<file path="config.mk">
export PLATFORM = sky130hd
export DESIGN_NAME = mux_serializer
export DESIGN_NICKNAME = d
export VERILOG_FILES = /design/src/rtl/mux_serializer_pkg.sv /design/src/rtl/mux_serializer_mux.sv /design/src/rtl/mux_serializer.sv
export SDC_FILE = /design/constraint.sdc
export NUM_CORES = 1
export LEC_CHECK = 0
export ABC_AREA = 1
export CORE_MARGIN = 10
export CORE_UTILIZATION = 47
export DETAILED_ROUTE_END_ITERATION = 7
export PLACE_DENSITY = 0.77
export SYNTH_ARGS = -nofsm -noshare
export SYNTH_HDL_FRONTEND = slang
export SYNTH_SLANG_ARGS = --single-unit
</file>
<file path="constraint.sdc">
create_clock -name clk -period 2 [get_ports clk]
set_input_delay 0.4 -clock clk [delete_from_list [all_inputs] [get_ports clk]]
set_output_delay 0.4 -clock clk [all_outputs]
set_load 0.01 [all_outputs]
</file>
<file path="src/rtl/mux_serializer_pkg.sv">
// Shared definitions for the word-to-bit serializer: sequencer state encoding
// and the width of the bit-select bus.
package mux_serializer_pkg;

  localparam int SEL_W = 4;

  typedef enum logic {
    IDLE  = 1'b0,
    SHIFT = 1'b1
  } state_t;

endpackage

</file>
<file path="src/rtl/mux_serializer_mux.sv">
// 16:1 single-bit multiplexer; purely combinational, driven by the serializer's
// held word and bit-select counter.
module mux_16to1
  import mux_serializer_pkg::*;
(
  input  logic [15:0]      data,
  input  logic [SEL_W-1:0] sel,
  output logic             out
);

  assign out = data[sel];

endmodule

</file>
<file path="src/rtl/mux_serializer.sv">
// Parallel-in/serial-out stage: captures a word, steps the mux select through
// every bit and presents each bit on a valid/ready output with a last flag.
module mux_serializer
  import mux_serializer_pkg::*;
#(
  parameter int WIDTH     = 16,  // 8 or 16
  parameter bit LSB_FIRST = 1'b1
) (
  input  logic             clk,
  input  logic             rst,
  input  logic             in_valid,
  output logic             in_ready,
  input  logic [WIDTH-1:0] in_data,
  output logic             out_valid,
  input  logic             out_ready,
  output logic             out_bit,
  output logic             out_last,
  output logic [SEL_W-1:0] sel
);

  // Handshakes: a transfer happens on a rising edge where valid and ready are
  // both high; valid never depends on ready, and in_ready never depends on in_valid.

  localparam logic [SEL_W-1:0] START = LSB_FIRST ? SEL_W'(0) : SEL_W'(WIDTH - 1);
  localparam logic [SEL_W-1:0] END   = LSB_FIRST ? SEL_W'(WIDTH - 1) : SEL_W'(0);

  state_t           state;
  logic [WIDTH-1:0] word_q;
  logic [SEL_W-1:0] sel_q;
  logic [15:0]      mux_data;

  assign sel       = sel_q;
  assign out_valid = (state == SHIFT);
  assign out_last  = (state == SHIFT) && (sel_q == END);
  assign in_ready  = (state == IDLE) || ((state == SHIFT) && out_last && out_ready);

  always_comb begin
    mux_data              = '0;
    mux_data[WIDTH-1:0]   = word_q;
  end

  mux_16to1 u_mux (
    .data (mux_data),
    .sel  (sel_q),
    .out  (out_bit)
  );

  always_ff @(posedge clk or posedge rst) begin
    if (rst) begin
      state  <= IDLE;
      word_q <= '0;
      sel_q  <= '0;
    end else begin
      case (state)
        IDLE: begin
          if (in_valid) begin
            word_q <= in_data;
            sel_q  <= START;
            state  <= SHIFT;
          end
        end
        SHIFT: begin
          if (out_ready) begin
            if (!out_last) begin
              sel_q <= LSB_FIRST ? sel_q + SEL_W'(1) : sel_q - SEL_W'(1);
            end else if (in_valid) begin
              // Back-to-back word: reload without passing through IDLE.
              word_q <= in_data;
              sel_q  <= START;
            end else begin
              sel_q <= '0;
              state <= IDLE;
            end
          end
        end
        default: state <= IDLE;
      endcase
    end
  end

endmodule

</file>
==> impl_metrics.toml, run 1 <==
[global_route]
antenna_found_initial = 0
grt_overflow = 0
first_global_vias = 1074
grt_max_degree = 22
grt_first_pass_wirelength_um = 4671
grtUsageTotal = 0.1289

[detailed_routing]
num_vias = 1070
viasPerCell = 5.000
first_iter_violations = 79
firstDrtPassIters = 4
drc = 0
drt_wl_total_um = 2826
wl_per_cell_um = 13.21
ant_nets = 0

[timing]
period_needed_ns = 1.932
period_share = 0.9662
finalSetupViolCount = 0
maxSlewHeadroom = 0.8211
hold_ws_ns = 0.4091
rsz0062_at_grt = "yes"
finalHoldViolCount = 0
slew_violations = 0
fin_ws_ns = 0.06762
max_freq_mhz = 517.5
tightest_slew_ns = 0.2683
skew_ns = 0.007492

[setup_path]
cpMaxStageDelayCell = "dfrtp_1"
max_stage_delay_ns = 0.43
cp_top_family = "flip-flops"
startpoint = "sel[1]"
end_kind = "output port"
arrival_ns = 1.53
critPathMaxFanout = 4
endpoint = "out_bit"
worst-path-stages = 9
r2r-start = "sel[1]"
critPathKind = "flip-flop to output port"
worstPathRequired_ns = 1.60
worst_setup_path_start_kind = "flip-flop"
crit_buf_inv = 3
r2r_slack_ns = 0.38
r2r-end = "mux_data[10]"
reg2reg_depth = 7
crit_chain = "buf_6 -> buf_4 -> nor2_4 -> nand3_1 -> nand2_1 -> nor2_1 -> nand2_1 -> nand2_2 -> buf_6"

[yosys]
synthTopCellsByArea = "dfrtp_1, nand2_1, nand3_1"
synth_top_cell_area_share = 0.4773
syn-instance-count = 150
synthMuxAreaShare = 0
synth_warnings = 0
synth_cell_types = 17
synth_compound_area_frac = 0.03409
syn_avg_cell_area_sq_um = 7.340
synth_top_family_by_area = "simple AND/OR/NAND/NOR gates"
syn-cell-area_sq_um = 1101
synth_nets = 171
yosysTopAreaCell = "dfrtp_1"
synth-seq-cells = 21
synth_fa_ha_area_frac = 0.01136
synthSimpleGateAreaFrac = 0.3852
synth-xor-area-share = 0.007955
yosysSeqAreaShare = 0.4773

[clock_tree]
clk_pin_slew_ns = 0.12
cts.path.max_buffers = 2
clkLatencyLatePin_ns = 0.30
cts-root-buf = "clkbuf_4"
cts_buffers = 3
clock_sinks = 21
cts_tree = "built"
h-tree-depth = 1

[flow_run]
cap_violations = 0

[cells_and_area]
drive_above_1_share = 0.1398
layout.nets = 208
area_growth_pct = 37.39
fill_cells = 202
fin_area_sq_um = 1513
instances_no_fill = 214
fin_util = 0.6838
n_antenna_cell = 0

[floorplan]
die_w_um = 68.40
io_pins = 28
core-area_sq_um = 2212
initial_core_util = 0.4977
die_h_um = 68.40
row_count = 17
die_area_sq_um = 4679

[status]
outcome = "completed"

[placement]
hpwlAfterDp_um = 2124
portBuffers = 27
gp_congestion = 0.8986
placedCellCount = 207
place_ws_ns = -0.09634
place_area_sq_um = 1426

[power]
vdd.ir_drop.worst_v = 0.0007240
leakage_nw = 0.7991
p_per_area_nw_per_um2 = 1211

[worst_hold_path]
hp-class = "input pin to async pin"
[worst register-to-register path, delay by kind of cell (launching register included)]
kind / cells / cell delay (ns)
AOI/OAI and AO/OA: 1 / 0.18
adders and majority gates: 1 / 0.22
buffers and inverters: 1 / 0.25
DFF: 1 / 0.40
and+or+nand+nor: 4 / 0.47
[cells in the final DEF (no fill, tap or decap), drive strengths merged, types with 3 or more instances in the layout]
| cell | count |
|---|---|
| buf | 11 |
| clkbuf | 5 |
| clkdlybuf4s50 | 24 |
| dfrtp | 21 |
| inv | 16 |
| nand2 | 67 |
| nand3 | 26 |
| nor2 | 8 |
| o21ai | 3 |
[how the worst min path moves through the flow]
| stage | startpoint | endpoint | slack [ns] | cells past startpoint |
|---|---|---|---|---|
| after floorplan | rst | mux_data[0] | 0.38 | 1 |
| after global placement | mux_data[1] | mux_data[1] | 0.46 | 2 |
| after detailed placement | mux_data[4] | mux_data[4] | 0.46 | 2 |
| after CTS | rst | mux_data[14] | 0.41 | 3 |
| after global routing | rst | mux_data[8] | 0.44 | 3 |
| final | rst | mux_data[12] | 0.41 | 3 |
[layout make-up]
| type | count | area (sq um) | share of cell area |
|---|---|---|---|
| Inverter | 16 | 65.06 | 0.04301 |
| Timing Repair Buffer | 37 | 355.3 | 0.2349 |
| Sequential cell | 21 | 525.5 | 0.3474 |
| Multi-Input combinational cell | 108 | 505.5 | 0.3342 |
| Clock buffer | 4 | 26.28 | 0.01737 |
| Tap cell | 28 | 35.03 | 0.02316 |
[state kept, by name (all words and copies together) (netlist names)]
signal and flops:
mux_data 16, sel 4, out_valid 1
[power by group]
group | internal, mW | total [mW] | switching (mW)
clock network | 0.0776 | 0.200 | 0.122
registers | 0.605 | 0.739 | 0.134
logic | 0.430 | 0.892 | 0.462
[metrics by stage]
step	setup TNS, ns	total power [mW]
3_3_place_gp	-0.09078	1.476
2_1_floorplan	0	1.171
6_report	0	1.831
3_5_place_dp	-0.09634	1.514
5_1_grt	-0.01796	1.992
4_1_cts	0	1.724
[synthesized netlist by cell type]
master,count
clkbuf_1,1
xor2_1,1
nand2_4,1
o22ai_1,1
ha_1,1
o21ai_4,1
nor2_1,8
nand3_2,1
a21oi_1,1
buf_2,2
buf_4,1
nand2_1,66
o21ai_0,2
dfrtp_1,21
buf_6,1
nand3_1,25
inv_1,16
[cells by family after synthesis]
kind of cell	count (synthesis)
xor+xnor	1
compound gates	5
simple gates	101
buf+inv	21
flops	21
fa+ha+maj	1
[layer usage]
| metal | routed length [um] | up-vias | global-route usage |
|---|---|---|---|
| met5 | 0 | - | 0 |
| li1 | - | 538 | - |
| met4 | 42 | 0 | 0.05276 |
| met3 | 165 | 6 | 0.02447 |
| met1 | 1183 | 496 | 0.1446 |
| met2 | 1434 | 30 | 0.2316 |
[timing repair]
item	in CTS	in global routing
hold buffers	0	0
resized for setup	9	15
pin swaps	0	8
setup endpoints to repair	3	2
setup buffers	2	1
endpoints found under the hold margin	0	0
Note: power is estimated with default switching activity, not from simulation.
==> run 2, diff against run 1 <==
CTS_CLUSTER_DIAMETER = 60   (was not set)
==> results of run 2 <==
Same layout as run 1: the final DEF is identical, and so are final timing and power.
